### src/rtl/fetch_prefetch.sv
// Instruction-fetch unit: pipelined imem requests feeding a DEPTH-entry prefetch queue,
// with redirect flush and discard of stale in-flight responses.
module fetch_prefetch #(
    parameter int              XLEN     = 32,
    parameter int              DEPTH    = 4,
    parameter logic [XLEN-1:0] RESET_PC = '0
) (
    input  logic            clk,
    input  logic            reset,
    output logic            imem_req,
    output logic [XLEN-1:0] imem_addr,
    input  logic            imem_gnt,
    input  logic            imem_rvalid,
    input  logic [31:0]     imem_rdata,
    input  logic            redirect_valid,
    input  logic [XLEN-1:0] redirect_pc,
    output logic            out_valid,
    input  logic            out_ready,
    output logic [31:0]     out_instr,
    output logic [XLEN-1:0] out_pc,
    output logic [XLEN-1:0] out_pcplus4
);

    localparam int CW = $clog2(DEPTH) + 1;
    localparam int AW = $clog2(DEPTH);
    localparam logic [CW:0] DEPTH_C = (CW+1)'(DEPTH);
    localparam logic [CW-1:0] FULL_C = CW'(DEPTH);

    logic [XLEN-1:0] fpc;
    logic [XLEN-1:0] rpc;
    logic [CW-1:0]   count;
    logic [CW-1:0]   outst;
    logic [CW-1:0]   drop;
    logic [AW-1:0]   rd_ptr;
    logic [AW-1:0]   wr_ptr;
    logic            init_q;

    logic [31:0]     q_instr [DEPTH];
    logic [XLEN-1:0] q_pc    [DEPTH];

    logic [CW:0]     credit_used;
    logic            grant;
    logic            push;
    logic            pop;
    logic [XLEN-1:0] target;
    logic [CW-1:0]   outst_redir;

    // Live in-flight requests plus queued entries must never exceed the queue size.
    assign credit_used = {1'b0, count} + {1'b0, outst - drop};
    assign imem_req    = ~reset & ~init_q & ~redirect_valid & (credit_used < DEPTH_C);
    assign imem_addr   = fpc;

    assign grant       = imem_req & imem_gnt;
    assign push        = imem_rvalid & (drop == '0);
    assign pop         = out_valid & out_ready;
    assign target      = redirect_pc & ~XLEN'(3);
    assign outst_redir = outst - CW'(imem_rvalid);

    assign out_valid   = ~reset & (count != '0);
    assign out_instr   = q_instr[rd_ptr];
    assign out_pc      = q_pc[rd_ptr];
    assign out_pcplus4 = out_pc + XLEN'(4);

    always_ff @(posedge clk) begin
        if (reset) begin
            fpc    <= RESET_PC;
            rpc    <= RESET_PC;
            count  <= '0;
            outst  <= '0;
            drop   <= '0;
            rd_ptr <= '0;
            wr_ptr <= '0;
            init_q <= 1'b1;
        end else begin
            init_q <= 1'b0;
            if (redirect_valid) begin
                // Everything still in flight becomes stale; a response landing now is consumed here.
                fpc    <= target;
                rpc    <= target;
                count  <= '0;
                rd_ptr <= '0;
                wr_ptr <= '0;
                outst  <= outst_redir;
                drop   <= outst_redir;
            end else begin
                if (grant) begin
                    fpc <= fpc + XLEN'(4);
                end
                outst <= outst + CW'(grant) - CW'(imem_rvalid);
                if (imem_rvalid && (drop != '0)) begin
                    drop <= drop - CW'(1);
                end
                if (push) begin
                    wr_ptr <= wr_ptr + AW'(1);
                    rpc    <= rpc + XLEN'(4);
                end
                if (pop) begin
                    rd_ptr <= rd_ptr + AW'(1);
                end
                count <= count + CW'(push) - CW'(pop);
            end
        end
    end

    always_ff @(posedge clk) begin
        if (!reset && !redirect_valid && push) begin
            q_instr[wr_ptr] <= imem_rdata;
            q_pc[wr_ptr]    <= rpc;
        end
    end

    a_no_overflow: assert property (@(posedge clk) disable iff (reset)
        !(push && !redirect_valid && (count == FULL_C)));

endmodule

### config.mk
export PLATFORM = sky130hd
export DESIGN_NAME = fetch_prefetch
export DESIGN_NICKNAME = d
export VERILOG_FILES = /design/src/rtl/fetch_prefetch.sv
export SDC_FILE = /design/constraint.sdc
export NUM_CORES = 1
export LEC_CHECK = 0
export BUFFER_PORTS_ARGS = -buffer_cell sky130_fd_sc_hd__buf_2
export CAP_MARGIN = 20
export CORE_MARGIN = 3
export CORE_UTILIZATION = 40
export DETAILED_ROUTE_END_ITERATION = 8
export PLACE_DENSITY = 0.67
export SLEW_MARGIN = 20
export SYNTH_ARGS = -nofsm -noshare
export SYNTH_HDL_FRONTEND = slang
export SYNTH_SLANG_ARGS = --single-unit
### constraint.sdc
create_clock -name clk -period 9.4 [get_ports clk]
set_input_delay 0.47 -clock clk [delete_from_list [all_inputs] [get_ports clk]]
set_output_delay 0.47 -clock clk [all_outputs]
set_load 0.01 [all_outputs]
# [Word level (Yosys, flattened, before mapping)]
# Memories as Yosys holds them, arrays and structs flattened. A register that Yosys moved wholly into a read port is not among the register bits.
# Cells that the tools add are included.
[word_totals] elab_cells=62 memories=2 register_bits=78 input_bits=70 mem_bits_rw=256 out_inout_bits=130
[mem_list] name="q_instr" words=4 width=32 rd=1 rd_clocked_by_memory_dff=1 write_ports=1 line="38" source="logic [31:0] q_instr [DEPTH];"
[mem_list] name="q_pc" words=4 width=32 rd=1 rd_clocked_by_memory_dff=1 write_ports=1 line="39" source="logic [XLEN-1:0] q_pc [DEPTH];"
[classes] add_sub_neg=13 muxes=14 bitwise=10 n_lt_le_gt_ge=1 reduce_logical=12
[ops] operator="$mux 32" n=4
[ops] operator="$add 32x3->32 const B" n=3
[ops] operator="$mux 3" n=3
[ops] operator="$sub 3x1->3" n=3
[ops] operator="$mux 2" n=4
[ops] operator="$and 1x1->1" n=7
[ops] operator="$add 3x1->3" n=2
[ops] operator="$reduce_bool 2->1" n=3
[ops] operator="$reduce_bool 3->1" n=2
[ops] operator="$add 2x1->2 const B" n=2
[ops] operator="$add 3x3->4" n=1
[ops] operator="$lt 4x3->1 const B" n=1
[ops] operator="$logic_and 1x1->1" n=3
[ops] operator="$logic_not 3->1" n=1
[ops] operator="$mux 1" n=3
[ops] operator="$not 1->1" n=3
[ops] operator="$sub 3x1->3 const B" n=1
[ops] operator="$sub 3x3->3" n=1
[ops] operator="$logic_not 1->1" n=2
[ops] operator="$reduce_or 2->1" n=1

# [Logic depth before layout (Yosys ltp)]
# Gate-level depths: netlist of the first run.
[depth] depth_word=8 depth_mapped=21 ltp_nobuf=18

# [Least setup slack after synthesis of the first run]
# No wires, ideal clock.
[synth_timing] kind="register -> register" start="reg outst[0]" end="reg outst[2]" period_less_slack_ps=3965 required_ps=9272 setup_ps=128 setup_slack_ps=5435 path_stages_with_launch=22 path_buffers=3 arrival_time_ps=3837 path_cell_list="dfxtp_1 inv_1 ha_1 inv_1 fa_1 xnor2_1 xnor2_1 ha_1 nor4_1 and4_1 clkbuf_2 inv_1 clkbuf_1 clkbuf_1 ha_1 inv_1 ha_1 fa_1 xor2_1 o21ai_0 xnor2_1 nor2_1"
[synth_via] elab_chain_cells=8 word_cells_on_any_way=9 cone_classes="add/sub: 5; order compare: 1; mux: 1; bitwise: 2"
[synth_rtl] element="start, declared" line="32" source="logic [CW-1:0] outst;"
[synth_rtl] element="start signal, assigned" line="83" source="outst <= outst_redir;"
[synth_rtl] element="start signal, assigned" line="89" source="outst <= outst + CW'(grant) - CW'(imem_rvalid);"
[synth_rtl] element="$sub 3x3->3" line="49" source="assign credit_used = {1'b0, count} + {1'b0, outst - drop};"
[synth_rtl] element="$add 3x3->4" line="49"
[synth_rtl] element="$lt 4x3->1" line="50" source="assign imem_req = ~reset & ~init_q & ~redirect_valid & (credit_used < DEPTH_C);"
[synth_rtl] element="$and 1x1->1" line="50"
[synth_rtl] element="$and 1x1->1" line="53" source="assign grant = imem_req & imem_gnt;"
[synth_rtl] element="$add 3x1->3" line="89"
[synth_rtl] element="$sub 3x1->3" line="89"
[synth_rtl] element="$mux 3 *" line="76" source="if (redirect_valid) begin"
# Every way passes the cells marked *; elsewhere a longest branch is shown, timed or not.
# A chain may end at the register's enable or synchronous reset.

# [Worst setup path after layout of the first run]
# Ends and elaborated chain as after synthesis.

==> results of run 1 <==
==> final timing paths <==
| path | startpoint | endpoint | slack (ps) | cells past startpoint |
|---|---|---|---|---|
| setup / recovery | outst[0] | outst[2] | 4610 | 18 |
| hold / removal | imem_rdata[17] | q_instr[2][17] | 170 | 1 |
| setup reg to reg | outst[0] | outst[2] | 4610 | 18 |
| hold reg to reg | imem_addr[3] | imem_addr[3] | 530 | 2 |
==> cells in the mapped netlist, types with 16 or more instances <==
cell,count
nor2_1,59
nor3_1,21
dfxtp_1,76
nand2_1,63
mux4_1,16
ha_1,18
xor2_1,36
a211oi_1,19
xnor2_1,34
o21ai_0,22
a21oi_1,25
nand3_1,24
a31oi_1,27
nand4_1,19
inv_1,30
mux4_2,44
edfxtp_1,248
clkbuf_1,24
==> stage by stage <==
stage	util	instances	hold slack, ps	instance area (sq um)	worst slack (ps)
floorplan	-	952	480	14000	5440
global placement	0.449	1546	507	15300	4530
detailed placement	0.450	1547	515	15300	4580
CTS	0.487	1610	147	16500	4560
global route	0.487	1610	156	16500	4280
finish	0.487	1611	168	16500	4610
==> cell families (layout without fill, tap and decap cells) <==
| family | Yosys count | after routing | share of synthesized area |
|---|---|---|---|
| flops | 324 | 324 | 0.641 |
| other cells | 1 | 7 | 0.000268 |
| mux | 64 | 64 | 0.106 |
| buf+inv | 83 | 293 | 0.0319 |
| simple gates | 263 | 263 | 0.102 |
| compound gates | 121 | 121 | 0.0547 |
| fa+ha+maj | 21 | 21 | 0.0204 |
| xor+xnor | 70 | 70 | 0.0438 |
==> critical path: stages (launching register included) <==
cell     delay, ps
dfxtp_1        320
inv_1           80
ha_1           140
inv_1           40
fa_1           370
xnor2_1        170
xnor2_1        130
ha_1           240
nor4_1         280
and4_1         680
inv_1          600
ha_1           470
inv_1           40
ha_1           180
fa_1           380
xor2_1         150
o21ai_0        200
xnor2_1        150
nor2_1          50
==> where the power goes <==
group / switching, mW / internal (mW)
Clock: 0.547 / 0.937
Combinational: 0.113 / 0.0837
Sequential: 0.0381 / 1.58
Total: 0.698 / 2.60
==> final cells by class <==
type | count | area [sq um] | share of cell area
clock buffer | 43 | 937 | 0.0567
multi-input combinational | 545 | 4590 | 0.278
timing repair buffer | 199 | 1020 | 0.0617
clock inverter | 20 | 328 | 0.0198
sequential | 324 | 8970 | 0.543
tap | 448 | 561 | 0.0339
inverter | 31 | 116 | 0.00704
antenna | 1 | 2.50 | 0.000151
==> flip-flops by register name, indices dropped and copies added (netlist names), named ones only <==
register and count:
count 3, drop 3, imem_addr 30, init_q 1
outst 3, q_instr 128, q_pc 120, rd_ptr 2
rpc 30, wr_ptr 2
==> metal layers <==
layer,up-vias,global-route usage
met4,2,0.0395
met3,42,0.0291
met2,295,0.261
li1,4032,-
met1,4242,0.228
met5,-,0
==> results.py, run 1 <==
metrics = {
    "status": {
        "status": "finished clean",
    },
    "finish": {
        "final_common_cell": "edfxtp_1",
        "nNetsFinal": 1227,
        "fillers": 2903,
        "final_cell_mix": "248 x edfxtp_1, 191 x buf_2, 74 x dfxtp_1",
        "area_growth_pct": 18.2,
        "drive_above_1_share": 0.281,
    },
    "global_route": {
        "track_usage": 0.161,
        "grt_pass1_vias": 8408,
        "grt_max_degree": 67,
        "grt-ovfl-total": 0,
        "grt_pass1_wl_mm": 46.8,
        "antenna_found_initial": 1,
    },
    "synth": {
        "synth_ff_type": "edfxtp_1",
        "avgSynthCellArea_sq_um": 14.8,
        "ys_warn_count": 0,
        "synth-async-reset-ratio": 0,
        "syn_inst": 947,
        "synth_edf_count": 248,
        "yosysSeqAreaShare": 0.641,
        "ys_ff_latch": 324,
        "synth_top_area_cell": "edfxtp_1",
        "synth_area_sq_um": 14000,
        "synthDistinctLibCells": 62,
        "synth.top_cell.area_share": 0.533,
        "synthTopCellsByArea": "edfxtp_1 53%, dfxtp_1 11%, mux4_2 7.1%",
    },
    "clock_tree": {
        "clock_path_buffers": 3,
        "cts_tree": "yes",
        "clock_sinks": 324,
        "cts_htree_levels": 2,
        "cts_resized": 0,
        "cts_setup_buffers": 0,
        "clockRootBuffer": "clkbuf_16",
        "holdBufCountCts": 0,
        "clk_pin_slew_worst_paths_ps": 60,
        "clock_latency_ps": 510,
        "cts_buffers": 35,
    },
    "sta": {
        "setup_viol": 0,
        "period_needed_ps": 4790,
        "setup_tns_ps": 0,
        "rsz0062_at_grt": "false",
        "fin_crit_sh": 0.510,
        "clock_skew_ps": 23.0,
        "finalHoldViolations": 0,
        "slew_violations": 0,
        "max_freq_ghz": 0.209,
        "tightest_slew_ps": 1040,
        "relSlewSlack": 0.304,
    },
    "drt": {
        "wl_met3_mm": 2.16,
        "met1_length_mm": 13.7,
        "routedWlPerCell_um": 18.9,
        "routed.top_layer": "met5",
        "ant_nets": 0,
        "firstDrtPassIters": 5,
        "route.met2.wl_mm": 14.2,
        "via_per_inst": 5.35,
        "drt-initial-drc-count": 477,
        "vias": 8613,
        "drc": 0,
        "totalWireLength_mm": 30.5,
    },
    "critical_path": {
        "cp_max_fo": 29,
        "crit_type": "flip-flop to flip-flop",
        "startpoint_type": "flip-flop",
        "required_ps": 9780,
        "endpoint_kind": "flip-flop",
        "critPathArrivalTime_ps": 5170,
    },
    "die": {
        "rows": 67,
        "dieHeight_um": 193,
        "start_util": 0.412,
        "core_sq_um": 34000,
        "io_pins": 200,
        "die_w_um": 193,
        "dieArea_sq_um": 37200,
    },
    "pwr": {
        "p_per_area_nw_per_um2": 199,
        "power_mw": 3.30,
        "irDropWorstVdd_mv": 0.120,
        "p_leak_nw": 5.79,
    },
    "placed_design": {
        "place_congestion": 0.823,
        "dp.final_hpwl_mm": 19.6,
        "portBuffers": 191,
    },
    "hold_path": {
        "holdCritPathClass": "input pin to flip-flop",
    },
    "flow_run": {
        "max_cap_viol_count": 0,
    },
}
(Power assumes the default switching activity.)
==> run 2, diff against run 1 <==
--- a/config.mk
+++ b/config.mk
@@ -10,7 +10,7 @@
 export CORE_MARGIN = 3
 export CORE_UTILIZATION = 40
 export DETAILED_ROUTE_END_ITERATION = 8
-export PLACE_DENSITY = 0.67
+export PLACE_DENSITY = 0.69
 export SLEW_MARGIN = 20
 export SYNTH_ARGS = -nofsm -noshare
 export SYNTH_HDL_FRONTEND = slang
==> constraint.sdc (replaced) <==
create_clock -name clk -period 3.9 [get_ports clk]
set_input_delay 0.195 -clock clk [delete_from_list [all_inputs] [get_ports clk]]
set_output_delay 0.195 -clock clk [all_outputs]
set_load 0.01 [all_outputs]
==> run 2 against run 1 <==
Total power is 120% higher. Die area did not move. Clock power is 100% higher. Routed wire length grew 4.0%. Critical path depth did not move. Via count rose by 3.2%. Worst setup slack got worse by 4300 ps. Final area increased by 2.8%. Global-route usage rose by 0.74 points.
==> results.py, run 2 (same netlist as run 1, synthesis figures left out) <==
metrics = {
    "critical_path": {
        "critPathArrivalTime_ps": 3980,
        "r2r-start": "outst[0]",
        "rr_worst_depth": 18,
        "cp_max_fo": 2,
        "required_ps": 4260,
        "crit_start": "outst[0]",
        "slowest_delay_ps": 380,
        "slowest_stage": "fa_1",
        "crit_type": "flip-flop to flip-flop",
        "rr_endpoint": "outst[2]",
        "endpoint_kind": "flip-flop",
        "cp_cell_sequence": "inv_1 -> ha_1 -> inv_1 -> fa_1 -> xnor2_1 -> xnor2_1 -> ha_1 -> nor4_2 -> and4_1 -> inv_1 -> ha_1 -> inv_1 -> ha_1 -> fa_1 -> xor2_1 -> o21ai_1 -> xnor2_1 -> nor2_1",
        "startpoint_type": "flip-flop",
        "reg2reg_slack_ps": 280,
    },
    "sta": {
        "relSlewSlack": 0.441,
        "tightest_slew_ps": 831,
        "setup_viol": 0,
        "rsz0062_at_grt": "false",
        "finalHoldViolations": 0,
        "setup_tns_ps": 0,
        "whs_ps": 27.6,
        "slew_violations": 0,
        "period_needed_ps": 3620,
        "clock_skew_ps": 16.9,
        "fin_crit_sh": 0.928,
        "max_freq_ghz": 0.276,
    },
    "clock_tree": {
        "clk_pin_slew_worst_paths_ps": 60,
        "cts_htree_levels": 2,
        "clockRootBuffer": "clkbuf_16",
        "clock_path_buffers": 3,
        "cts_tree": "yes",
        "clock_latency_ps": 510,
        "cts_buffers": 34,
        "cts_setup_buffers": 0,
        "clock_sinks": 324,
    },
    "pwr": {
        "irDropWorstVdd_mv": 0.319,
        "p_leak_nw": 5.97,
        "switching_share": 0.220,
        "clock_power_share": 0.402,
        "seqPwrFrac": 0.526,
        "p_sw_mw": 1.63,
        "p_int_mw": 5.77,
        "p_per_area_nw_per_um2": 435,
        "comb_power_share": 0.072,
    },
    "die": {
        "io_pins": 200,
        "rows": 67,
        "die_w_um": 193,
        "core_sq_um": 34000,
        "dieArea_sq_um": 37200,
        "dieHeight_um": 193,
        "start_util": 0.412,
    },
    "finish": {
        "area_growth_pct": 21.5,
        "final_common_cell": "edfxtp_1",
        "fillers": 2839,
        "top_register": "q_instr",
        "reg_top3": "q_instr: 128 flops, q_pc: 120 flops",
        "nNetsFinal": 1292,
        "largest_register_ffs": 128,
        "final_cell_mix": "248 x edfxtp_1, 191 x buf_2, 74 x dfxtp_1",
        "drive_above_1_share": 0.266,
    },
    "drt": {
        "routedWlPerCell_um": 19.0,
        "totalWireLength_mm": 31.7,
        "drc": 0,
        "ant_nets": 0,
        "drt-initial-drc-count": 564,
        "vias": 8891,
        "via_per_inst": 5.31,
        "firstDrtPassIters": 5,
    },
    "global_route": {
        "gr-usage-met1": 0.247,
        "grt_pass1_wl_mm": 49.3,
        "antenna_found_initial": 1,
        "use_met3": 0.0306,
        "grtUsageMet2": 0.267,
        "grt-ovfl-total": 0,
        "track_usage": 0.169,
        "grt_busiest_layer": "met2",
        "grt_pass1_vias": 8813,
        "grt_max_degree": 66,
    },
    "hold_path": {
        "hold_end": "rpc[3]",
        "worstHoldStart": "redirect_pc[3]",
        "whs_path_depth": 3,
        "holdCritPathClass": "input pin to flip-flop",
    },
    "placed_design": {
        "portBuffers": 191,
        "dp.final_hpwl_mm": 21.0,
        "place_congestion": 0.829,
    },
    "status": {
        "status": "finished clean",
    },
    "flow_run": {
        "max_cap_viol_count": 0,
    },
}
==> run 2: worst max-delay path, delay by kind of cell (launching register included) <==
family | cells | cell delay [ps]
buf+inv | 4 | 240
xor+xnor | 4 | 620
flops | 1 | 310
simple gates | 3 | 580
fa+ha+maj | 6 | 1590
compound gates | 1 | 150
==> run 2: repair_timing <==
item | CTS | global route
setup endpoints to repair | 0 | 1
gates resized for setup | 0 | 1
hold buffers | 55 | 0
hold endpoints to repair | 163 | 0
==> run 2: power groups by stage <==
stage | logic (mW) | registers (mW) | clock network, mW
global route | 0.595 | 3.90 | 3.19
global placement | 0.479 | 3.96 | 0
detailed placement | 0.488 | 3.96 | 0
CTS | 0.533 | 3.89 | 3.04
floorplan | 0.306 | 3.94 | 0
finish | 0.535 | 3.89 | 2.97
==> run 2: per-layer routing <==
metal	wire, um	part of all wire
met2	14500	0.46
met1	14400	0.45
met3	2440	0.077
met4	475	0.015
met5	0	0
==> run 2: layout make-up <==
type | instances | area [sq um] | share of cell area
Sequential cell | 324 | 8970 | 0.528
Multi-Input combinational cell | 545 | 4600 | 0.271
Timing Repair Buffer | 265 | 1710 | 0.101
Clock buffer | 47 | 922 | 0.0543
Tap cell | 448 | 561 | 0.0330
Inverter | 31 | 116 | 0.00685
Clock inverter | 12 | 104 | 0.00611
Antenna cell | 1 | 2.50 | 0.000147
==> run 2: how the worst max path moves through the flow <==
stage	cells past startpoint	end	slack, ps
final	18	outst[2]	280
after global routing	18	outst[2]	10
after detailed placement	18	outst[2]	220
after CTS	18	outst[2]	210
after floorplan	21	outst[2]	20
after global placement	18	outst[2]	320
==> run 2: stage by stage <==
| step | worst slack [ps] | instances | area (sq um) | power (mW) | utilization |
|---|---|---|---|---|---|
| 4_1_cts | 205 | 1671 | 17000 | 7.47 | 0.500 |
| 6_report | 280 | 1673 | 17000 | 7.40 | 0.500 |
| 2_1_floorplan | 24.7 | 952 | 14000 | 4.25 | - |
| 3_5_place_dp | 216 | 1557 | 15400 | 4.45 | 0.453 |
| 3_3_place_gp | 322 | 1557 | 15400 | 4.44 | 0.453 |
| 5_1_grt | 14.3 | 1673 | 17000 | 7.69 | 0.500 |
==> run 3, diff against run 2 <==
--- a/config.mk
+++ b/config.mk
@@ -10,7 +10,7 @@
 export CORE_MARGIN = 3
 export CORE_UTILIZATION = 40
 export DETAILED_ROUTE_END_ITERATION = 8
-export PLACE_DENSITY = 0.69
+export PLACE_DENSITY_LB_ADDON = 0.3
 export SLEW_MARGIN = 20
 export SYNTH_ARGS = -nofsm -noshare
 export SYNTH_HDL_FRONTEND = slang
==> run 3 against run 2 <==
First-iteration DRC count is 22% lower. Clock skew is 7.5 ps lower. Worst hold slack better by 8.4 ps. Clock power is 6.7% higher. Total power is 2.6% higher. Final cell count is 0.18% lower. Register-to-register slack worse by 40 ps. Core utilization is 0.11 points higher. Combinational power is 1% lower. Critical path depth stayed put. Final area is 0.23% higher. Critical path type unchanged.
==> results.py, run 3 (same netlist as run 1, synthesis figures left out) <==
metrics = {
    "finish": {
        "fin_util": 0.502,
        "layout.cells.non_filler": 1670,
        "area_growth_pct": 21.8,
        "antenna_cells": 0,
        "final_common_cell": "edfxtp_1",
        "top_register": "q_instr",
        "final_cell_mix": "248 x edfxtp_1, 191 x buf_2, 74 x dfxtp_1",
        "drive_above_1_share": 0.268,
        "largest_register_ffs": 128,
        "fin_area_sq_um": 17000,
        "reg_top3": "q_instr: 128 flops, q_pc: 120 flops",
        "nNetsFinal": 1289,
    },
    "hold_path": {
        "worstHoldStart": "redirect_pc[13]",
        "whs_path_depth": 3,
        "holdCritPathClass": "input pin to flip-flop",
    },
    "sta": {
        "setup_slack_ps": 238,
        "max_freq_ghz": 0.273,
        "clock_skew_ps": 9.36,
        "whs_ps": 36.0,
        "relSlewSlack": 0.419,
        "setup_viol": 0,
        "finalHoldViolations": 0,
        "period_needed_ps": 3660,
        "rsz0062_at_grt": "false",
        "tightest_slew_ps": 871,
        "slew_violations": 0,
        "fin_crit_sh": 0.939,
        "setup_tns_ps": 0,
    },
    "critical_path": {
        "endpoint_kind": "flip-flop",
        "crit_type": "flip-flop to flip-flop",
        "rr_worst_depth": 18,
        "required_ps": 4280,
        "startpoint_type": "flip-flop",
        "r2r-start": "outst[0]",
        "cp_max_fo": 2,
        "critPathArrivalTime_ps": 4040,
        "crit_start": "outst[0]",
    },
    "drt": {
        "ant_nets": 0,
        "drc": 0,
        "firstDrtPassIters": 5,
        "drt-initial-drc-count": 440,
        "totalWireLength_mm": 30.9,
        "vias": 8818,
        "via_per_inst": 5.28,
        "routedWlPerCell_um": 18.5,
    },
    "clock_tree": {
        "clock_sinks": 324,
        "clk_pin_slew_worst_paths_ps": 60,
        "cts_htree_levels": 2,
        "clock_path_buffers": 3,
        "clock_latency_ps": 500,
        "cts_tree": "yes",
        "clockRootBuffer": "clkbuf_16",
        "cts_buffers": 35,
        "cts_setup_buffers": 0,
    },
    "die": {
        "core_sq_um": 34000,
        "dieArea_sq_um": 37200,
        "rows": 67,
        "start_util": 0.412,
        "io_pins": 200,
        "dieHeight_um": 193,
        "die_w_um": 193,
    },
    "placed_design": {
        "dp.cells": 1554,
        "place_congestion": 0.804,
        "post-place-ws_ps": 232,
        "placedInstanceArea_sq_um": 15400,
        "dp.final_hpwl_mm": 20.2,
        "portBuffers": 191,
    },
    "pwr": {
        "p_per_area_nw_per_um2": 446,
        "power_mw": 7.59,
        "p_leak_nw": 5.99,
        "irDropWorstVdd_mv": 0.239,
    },
    "global_route": {
        "antenna_found_initial": 0,
        "track_usage": 0.166,
        "grt_pass1_vias": 8652,
        "grt-ovfl-total": 0,
        "grt_max_degree": 65,
        "grt_pass1_wl_mm": 48.4,
    },
    "status": {
        "status": "finished clean",
    },
    "flow_run": {
        "max_cap_viol_count": 0,
    },
}
-- run 3: layout make-up --
cell class	instances	area [sq um]
fill	2893	16900
sequential	324	8970
multi-input combinational	545	4590
timing repair buffer	261	1670
clock buffer	40	937
tap	448	561
clock inverter	21	178
inverter	31	118
-- run 3: path summary, 6_finish.rpt --
kind                  endpoint  slack [ps]
setup reg to reg      outst[2]         240
setup / recovery      outst[2]         240
hold reg to reg   imem_addr[3]         520
hold / removal         rpc[13]          40
-- run 3: metal layers --
layer	vias up	track usage	wire (um)
met3	36	0.0293	2090
met5	-	0	0
met1	4368	0.239	14000
met2	263	0.267	14300
met4	0	0.0362	452
li1	4151	-	-
-- run 3: what timing repair did --
action,in CTS,in global routing
resized for setup,0,0
hold endpoints to repair,161,0
hold buffers,55,0
-- run 3: where the power goes --
part / total [mW] / switching [mW] / internal [mW]
Combinational: 0.528 / 0.286 / 0.243
Clock: 3.17 / 1.25 / 1.92
Sequential: 3.89 / 0.0906 / 3.80
-- run 3: critical path, cell delays in order, from the launching register on --
cell	delay (ps)
dfxtp_1	320
inv_1	80
ha_1	150
inv_1	50
fa_1	370
xnor2_1	180
xnor2_1	140
ha_1	240
nor4_1	320
and4_1	280
inv_1	70
ha_1	270
inv_1	40
ha_1	180
fa_1	380
xor2_1	150
o21ai_1	150
xnor2_1	130
nor2_1	50
